===== config.mk =====
export PLATFORM = sky130hd
export DESIGN_NAME = exec_adjust_seq
export DESIGN_NICKNAME = d
export VERILOG_FILES = /design/src/rtl/exec_adjust_seq.sv
export SDC_FILE = /design/constraint.sdc
export NUM_CORES = 1
export LEC_CHECK = 0
export ABC_AREA = 1
export BUFFER_PORTS_ARGS = -buffer_cell sky130_fd_sc_hd__buf_2
export CAP_MARGIN = 20
export CORE_ASPECT_RATIO = 0.75
export CORE_MARGIN = 2
export CORE_UTILIZATION = 45
export CTS_BUF_LIST = sky130_fd_sc_hd__clkbuf_8
export DETAILED_ROUTE_END_ITERATION = 10
export PLACE_DENSITY = 0.77
export SYNTH_ARGS = -nofsm -noshare
export SYNTH_HDL_FRONTEND = slang
export SYNTH_SLANG_ARGS = --single-unit

===== constraint.sdc =====
create_clock -name iClk -period 3.7 [get_ports iClk]
set_clock_uncertainty 0.15 [all_clocks]
set_input_delay 0.555 -clock iClk [delete_from_list [all_inputs] [get_ports iClk]]
set_output_delay 0.555 -clock iClk [all_outputs]
set_load 0.01 [all_outputs]

===== src/rtl/exec_adjust_seq.sv =====
// BCD/ASCII adjust unit: DAA/DAS/AAA/AAS finish in one cycle.
// AAM runs as an iterative restoring divide and AAD as an iterative shift-add multiply.
module exec_adjust_seq #(
  parameter int ITER = 8
) (
  input  logic        iClk,
  input  logic        iRst_n,
  input  logic        iStart,
  input  logic        iAbort,
  input  logic [2:0]  iFunc,
  input  logic [15:0] iAX,
  input  logic [7:0]  iImm,
  input  logic        iCarry,
  input  logic        iAux,
  output logic        oBusy,
  output logic        oDone,
  output logic [15:0] oAX,
  output logic        oCF,
  output logic        oAF,
  output logic        oSF,
  output logic        oZF,
  output logic        oPF,
  output logic        oDivErr
);

  localparam int CW = (ITER > 1) ? $clog2(ITER) : 1;
  localparam logic [CW-1:0] LAST = CW'(ITER - 1);

  typedef enum logic [1:0] {S_IDLE, S_CALC, S_DONE} state_t;

  state_t          state;
  logic [CW-1:0]   cnt;
  logic            is_aad;
  logic [8:0]      rem;
  logic [7:0]      quo;
  logic [7:0]      acc;
  logic [7:0]      opr;
  logic [7:0]      mcand;
  logic [7:0]      imm_r;
  logic [7:0]      al_r;

  logic [15:0]     ax_q;
  logic            cf_q, af_q, sf_q, zf_q, pf_q, de_q, done_q;

  function automatic logic parity_even(input logic [7:0] v);
    return ~^v;
  endfunction

  // single-cycle adjust results, evaluated directly from the request inputs
  logic [7:0] al_in, ah_in, s_al, s_ah;
  logic       lo_adj, hi_adj, s_cf, s_af;

  always_comb begin
    al_in  = iAX[7:0];
    ah_in  = iAX[15:8];
    lo_adj = (al_in[3:0] > 4'd9) || iAux;
    hi_adj = (al_in > 8'h99) || iCarry;
    s_al   = al_in;
    s_ah   = ah_in;
    s_cf   = iCarry;
    s_af   = iAux;
    case (iFunc)
      3'b000: begin
        s_al = al_in + (lo_adj ? 8'h06 : 8'h00) + (hi_adj ? 8'h60 : 8'h00);
        s_af = lo_adj;
        s_cf = hi_adj;
      end
      3'b001: begin
        s_al = al_in - (lo_adj ? 8'h06 : 8'h00) - (hi_adj ? 8'h60 : 8'h00);
        s_af = lo_adj;
        s_cf = hi_adj;
      end
      3'b010: begin
        s_al = {4'h0, lo_adj ? al_in[3:0] + 4'd6 : al_in[3:0]};
        s_ah = lo_adj ? ah_in + 8'd1 : ah_in;
        s_af = lo_adj;
        s_cf = lo_adj;
      end
      3'b011: begin
        s_al = {4'h0, lo_adj ? al_in[3:0] - 4'd6 : al_in[3:0]};
        s_ah = lo_adj ? ah_in - 8'd1 : ah_in;
        s_af = lo_adj;
        s_cf = lo_adj;
      end
      default: begin
        s_al = al_in;
        s_ah = ah_in;
      end
    endcase
  end

  // one iteration of the divide / multiply datapath
  logic [8:0] rem_sh, rem_nx;
  logic       rem_ge;
  logic [7:0] quo_nx, acc_nx, aad_al;

  always_comb begin
    rem_sh = (rem << 1) | 9'(opr[7]);
    rem_ge = rem_sh >= {1'b0, imm_r};
    rem_nx = rem_ge ? rem_sh - {1'b0, imm_r} : rem_sh;
    quo_nx = {quo[6:0], rem_ge};
    acc_nx = opr[0] ? acc + mcand : acc;
    aad_al = acc_nx + al_r;
  end

  always_ff @(posedge iClk or negedge iRst_n) begin
    if (!iRst_n) begin
      state  <= S_IDLE;
      cnt    <= '0;
      is_aad <= 1'b0;
      rem    <= '0;
      quo    <= '0;
      acc    <= '0;
      opr    <= '0;
      mcand  <= '0;
      imm_r  <= '0;
      al_r   <= '0;
      ax_q   <= '0;
      cf_q   <= 1'b0;
      af_q   <= 1'b0;
      sf_q   <= 1'b0;
      zf_q   <= 1'b0;
      pf_q   <= 1'b0;
      de_q   <= 1'b0;
      done_q <= 1'b0;
    end else begin
      case (state)
        S_IDLE: begin
          if (iStart && !iAbort) begin
            de_q   <= 1'b0;
            imm_r  <= iImm;
            al_r   <= iAX[7:0];
            is_aad <= iFunc[1];
            cnt    <= '0;
            rem    <= '0;
            quo    <= '0;
            acc    <= '0;
            if (!iFunc[2]) begin
              ax_q   <= {s_ah, s_al};
              cf_q   <= s_cf;
              af_q   <= s_af;
              if (!iFunc[1]) begin
                sf_q <= s_al[7];
                zf_q <= (s_al == 8'h00);
                pf_q <= parity_even(s_al);
              end
              done_q <= 1'b1;
              state  <= S_DONE;
            end else if (!iFunc[1] && iImm == 8'h00) begin
              ax_q   <= iAX;
              cf_q   <= iCarry;
              af_q   <= iAux;
              sf_q   <= iAX[7];
              zf_q   <= (iAX[7:0] == 8'h00);
              pf_q   <= parity_even(iAX[7:0]);
              de_q   <= 1'b1;
              done_q <= 1'b1;
              state  <= S_DONE;
            end else begin
              opr   <= iFunc[1] ? iAX[15:8] : iAX[7:0];
              mcand <= iImm;
              state <= S_CALC;
            end
          end
        end
        S_CALC: begin
          if (iAbort) begin
            state <= S_IDLE;
          end else begin
            cnt <= cnt + 1'b1;
            if (is_aad) begin
              acc   <= acc_nx;
              opr   <= opr >> 1;
              mcand <= mcand << 1;
            end else begin
              rem <= rem_nx;
              quo <= quo_nx;
              opr <= opr << 1;
            end
            if (cnt == LAST) begin
              cf_q   <= 1'b0;
              af_q   <= 1'b0;
              if (is_aad) begin
                ax_q <= {8'h00, aad_al};
                sf_q <= aad_al[7];
                zf_q <= (aad_al == 8'h00);
                pf_q <= parity_even(aad_al);
              end else begin
                ax_q <= {quo_nx, rem_nx[7:0]};
                sf_q <= rem_nx[7];
                zf_q <= (rem_nx[7:0] == 8'h00);
                pf_q <= parity_even(rem_nx[7:0]);
              end
              done_q <= 1'b1;
              state  <= S_DONE;
            end
          end
        end
        default: begin
          done_q <= 1'b0;
          state  <= S_IDLE;
        end
      endcase
    end
  end

  // a flush during the completion cycle swallows the done pulse
  assign oDone   = done_q & ~iAbort;
  assign oBusy   = (state != S_IDLE);
  assign oAX     = ax_q;
  assign oCF     = cf_q;
  assign oAF     = af_q;
  assign oSF     = sf_q;
  assign oZF     = zf_q;
  assign oPF     = pf_q;
  assign oDivErr = de_q;

endmodule


Word level (Yosys, flattened, before mapping). Index checks and enable logic that the tools add are counted.

Bits of input ports: 33. Register bits after elaboration: 84.

Equal/unequal tests: 15. Multiplexer cells: 94. Reduce and logical (&&, ||, !) cells: 32. $lt $le $gt $ge: 3. Add/subtract/negate cells: 12. Bitwise logic cells: 3.

Operator list (number): 2-to-1 mux 8 bit (21); 2-to-1 mux 16 bit (6); case mux 8 bit (2 select lines) (5); zero test 8 bit (5); 2-to-1 mux 1 bit (37); adder 8 bit (4); case mux 16 bit (2 select lines) (1); case mux 8 bit (4 select lines) (1); XNOR reduction 8 bit (4); 2-to-1 mux 7 bit (3); != test 2 bit, second input constant (7); case mux 1 bit (2 select lines) (7); case mux 7 bit (2 select lines) (1); AND reduction 4 bit (3); AND reduction 6 bit (2); 2-to-1 mux 2 bit (5); AND reduction 5 bit (2); greater-or-equal comparator 9 x 8 -> 1 bit (1); 2-to-1 mux 3 bit (3); != test 3 bit, second input constant (3); OR 9 x 1 -> 9 bit (1); adder 8 x 1 -> 8 bit, second input constant (1); > comparator 8 bit, second input constant (1); 2-to-1 mux 4 bit (2); 26 further kinds (33).

Logic depth before layout (Yosys ltp).
Word-level depth: 11. Gate-level depth with buffers: 26. Gate-level depth less buffers: 26.

Worst setup path before layout. OpenSTA, ideal clock, no wires.

Path type: input-to-reg. Start point: in iAX[2]. End point: reg pf_q, in the netlist oPF. Setup time: 0.117 ns. Stages on the path: 24. Data required time: 3.433 ns. Slack: 0.045 ns. Arrival time: 3.388 ns. Cell sequence: inv_1 > ha_1 > inv_1 > o21bai_1 > nand2_1 > nand2_2 > buf_2 > ha_1 > inv_1 > ha_1 > inv_1 > nor3_1 > nand2_1 > nand3_1 > nand3_1 > nand3_1 > inv_1 > ha_1 > xnor2_1 > xnor2_1 > nand2_1 > nand3_1 > nand2_1 > nand2_1.

Cells in the longest elaborated chain, start to end: 11. Elaborated cells between the ends (all ways): 22.

RTL lines: start: declaration (line 11) `input logic [15:0] iAX,`; > comparator 4 bit (line 56) `lo_adj = (al_in[3:0] > 4'd9) || iAux;`; logical OR 1 bit (line 56); 2-to-1 mux 3 bit (line 64, 69); subtractor 8 x 3 -> 8 bit / adder 8 bit (equally long branches) (line 69, 64); subtractor 8 x 7 -> 8 bit / adder 8 bit (equally long branches) (line 69, 64); case mux 8 bit (4 select lines) (line 62) `case (iFunc)`; XNOR reduction 8 bit (line 46) `return ~^v;`; 2-to-1 mux 1 bit (line 142) `if (!iFunc[1]) begin`; 2-to-1 mux 1 bit (*) (line 138) `if (!iFunc[2]) begin`; 2-to-1 mux 1 bit (*) (line 129) `if (iStart && !iAbort) begin`; case mux 1 bit (2 select lines) (*) (line 127) `case (state)`; end signal: assignment (line 145) `pf_q <= parity_even(s_al);`; end signal: assignment (line 155) `pf_q <= parity_even(iAX[7:0]);`; end signal: assignment (line 187) `pf_q <= parity_even(aad_al);`; end: declaration (line 43) `logic cf_q, af_q, sf_q, zf_q, pf_q, de_q, done_q;`.

Mark *: on every way between the ends. The rest lies on a longest branch, timed or not. The select of a mux whose other input is x is not followed. A chain may end at the register's enable or synchronous reset.

Final worst setup path.
Start point: reg mcand[0]. End point: reg pf_q, in the netlist oPF.

Cells in the longest elaborated chain, start to end: 8.

RTL lines: start: declaration (line 38) `logic [7:0] mcand;`; start signal: assignment (line 161) `mcand <= iImm;`; start signal: assignment (line 174) `mcand <= mcand << 1;`; adder 8 bit (line 102) `acc_nx = opr[0] ? acc + mcand : acc;`; 2-to-1 mux 8 bit (line 102); adder 8 bit (line 103) `aad_al = acc_nx + al_r;`; XNOR reduction 8 bit (line 46); 2-to-1 mux 1 bit (line 183) `if (is_aad) begin`; 2-to-1 mux 1 bit (line 180) `if (cnt == LAST) begin`; 2-to-1 mux 1 bit (line 167) `if (iAbort) begin`; case mux 1 bit (2 select lines) (line 127); end signal: assignment (line 145); end signal: assignment (line 187); end signal: assignment (line 192) `pf_q <= parity_even(rem_nx[7:0]);`.

Every way passes these cells. The select of a mux whose other input is x is not followed.

==> metrics.md <==
| Metric | Value |
|---|---|
| Failing checks | setup timing |
| Full die area | 0.0158 mm2 |
| Total gr overflow | 0 |
| Antenna diode count | 0 |
| FP Rows | 38 |
| Post-route clock period utilization | 104% |
| Largest net degree at the start of global routing | 76 |
| Initial antenna violation count | 0 |
| Setup TNS Final | -0.155 ns |
| F_max | 259 MHz |
| EDFF count, synth | 0 |
| Die Ht | 109 um |
| Hold Violations, Final | 0 |
| Yosys warns | 0 |
| Fin cells | 1212 |
| Leading post-synthesis cells by cell area | dfrtp_1 31%, ha_1 12%, nand2_1 11% |
| Average via count per standard cell | 5.49 |
| Worst setup margin | -0.155 ns |
| Max-cap violations | 0 |
| Syn Area/Cell | 7.32 um2 |
| CP Max Fanout | 3 |
| Cell breakdown of the critical path | ha_2 -> inv_2 -> fa_2 -> buf_4 -> xor2_1 -> o21ai_1 -> ha_1 -> a21oi_1 -> nand2_1 -> buf_4 -> a21oi_4 -> inv_1 -> nand3_2 -> nand2_2 -> ha_4 -> xnor2_2 -> and2_1 -> o22ai_1 -> nor2_1 -> nand2_1 -> nand2_1 |
| Min-delay worst type | input pin to async pin |
| Yosys top cell by area | dfrtp_1 |
| Critical Path Source | mcand[0] |
| Startpoint types | flop |
| CTS tree | yes |
| Top Ports | 57 |
| Rel. slew slack | 33.9% |
| Post-layout instance area | 0.00794 mm2 |
| CP required | 3.84 ns |
| WS Path Type | flop to flop |
| Top delay family on crit path | adder cells |
| Cell variety after synth | 46 |
| Remaining DRCs | 0 |
| Clk_lat worst skew | 0.39 ns |
| Top-count cell post-synth | nand2_1 |
| Leakage power | 3.94 nW |
| Most frequent cell on the critical path | nand2_1 |
| Primary FF master, synth | dfrtp_1 |
| Layout cells sized above 1 | 19.1% |
| Worst flop-to-flop path startpoint | mcand[0] |
| # port buffers | 56 |
| Worst slew pin tran | 0.980 ns |
| Sequential area share after synthesis | 31.5% |
| Starting DRT DRC Count | 640 |
| Yosys reg bits | 84 |
| Root buffer cell | clkbuf_8 |
| Total Wirelength | 19900 um |
| Pwr Total | 0.00692 W |
| Maximum root-to-sink buffer count | 2 |
| Area grow syn2layout | 19.0% |
| Max incr delay on CP | 0.37 ns |
| Total CTS buffers | 9 |
| Period minus WS final | 3.85 ns |
| Gp weighted congestion | 0.987 |
| Peak supply drop | 0.630 mV |
| Post-DP Area | 0.00740 mm2 |
| Post-Syn Nets | 1013 |
| Synth Instances | 912 |
| Cell Pwr Density | 871 mW/mm2 |
| First-pass GRT wire length | 30800 um |
| Initial core utilization | 46.0% |
| Post-synth top area share | 31.5% |
| Slowest CP cell | dfrtp_1 |
| Data arrival, critical path | 4.00 ns |
| Post-synth top cells | 203 x nand2_1, 122 x inv_1, 89 x o21ai_0 |
| Reg clk slew, reported paths | 0.10 ns |
| First-pass DRT Iterations | 7 |
| Asr flop ratio synth | 100% |
| Wire per inst | 16.4 um |
| Final Setup Violations | 1 |
| Gr usage total | 25.1% |
| Status | complete, but fails checks |
| Final nets | 1108 |
| Depth of the CTS H-tree | 3 |
| Slew Viols, Final | 0 |
| Mapped Area | 0.00668 mm2 |
| CP bufs+invs | 4 |
| Number of global-route vias before repair | 6065 |
| Antenna Nets Post-Route | 0 |
| Worst Setup End Kind | flop |
| Die Wd | 145 um |
| RSZ-0062 raised after global routing | yes |
| Core footprint | 0.0145 mm2 |
| Routed vias | 6659 |
| Post-CTS Hold Fix Bufs | 0 |
| Post-detail-place hpwl | 14800 um |
| Placed cell count | 1184 |
| Sink Count | 84 |
==> state kept, by name, summed over array words and instances (netlist names), 2 cells and up <==
| name | cells |
|---|---|
| acc | 8 |
| cnt | 3 |
| mcand | 8 |
| imm_r | 8 |
| oAX | 16 |
| opr | 8 |
| state | 2 |
| rem | 8 |
| quo | 7 |
| al_r | 8 |
==> per-layer routing <==
| layer | GRT usage, % | part of all wire [%] | wire [um] | vias up |
|---|---|---|---|---|
| met5 | 0 | 0 | 0 | - |
| met3 | 5.92 | 9.0 | 1780 | 43 |
| met4 | 5.13 | 2.0 | 399 | 0 |
| met2 | 38.3 | 43 | 8560 | 301 |
| li1 | - | - | - | 3211 |
| met1 | 36.6 | 46 | 9180 | 3104 |
==> layout make-up <==
| cell class | instances | area (um2) |
|---|---|---|
| timing repair buffer | 112 | 707 |
| multi-input combinational | 669 | 4180 |
| inverter | 131 | 497 |
| sequential | 84 | 2100 |
| fill | 1316 | 6560 |
| tap | 200 | 250 |
| clock inverter | 7 | 80.1 |
| clock buffer | 9 | 124 |
==> metrics by stage <==
step | setup slack [ns] | hold slack, ns | util, %
final | -0.155 | 0.164 | 54.8
after global routing | -0.352 | 0.238 | 54.8
after CTS | -0.0174 | 0.202 | 53.1
after detailed placement | -0.207 | 0.316 | 51.0
after global placement | -0.0647 | 0.311 | 51.0
after floorplan | 0.0455 | 0.109 | -
==> what timing repair did <==
| item | CTS | global route |
|---|---|---|
| hold endpoints to repair | 0 | 0 |
| resized for setup | 14 | 37 |
| setup buffers | 8 | 4 |
| pin swaps | 17 | 27 |
| setup endpoints to repair | 1 | 2 |
==> cells by family after synthesis <==
family          synth area share [%]
mux                            0.169
fa+ha+maj                       13.2
buf+inv                         9.50
flops                           31.5
xor+xnor                        4.85
simple gates                    22.9
compound gates                  17.8
==> power by group <==
part / internal (W) / switching (W)
Combinational: 0.00188 / 0.00277
Sequential: 0.00129 / 0.000270
Clock: 0.000321 / 0.000390
==> layout by cell type, fill, tap and decap left out, types with 19 or more instances in the layout <==
cell type    n
nand2_1    201
inv_1      119
dfrtp_1     84
o21ai_0     83
buf_4       56
nor2_1      55
ha_1        55
buf_2       55
nand3_1     53
a21oi_1     47
xor2_1      19
==> worst paths after layout <==
check                      endpoint  slack (ns)  depth (start not counted)
max                             oPF       -0.15                         21
min                          cnt[1]        0.16                          1
max reg2reg                     oPF       -0.15                         21
min reg2reg                 oDivErr        0.34                          2
max in group asynchronous       oSF        2.51                          2
min in group iClk          mcand[2]        0.31                          3
(Power assumes the default switching activity.)
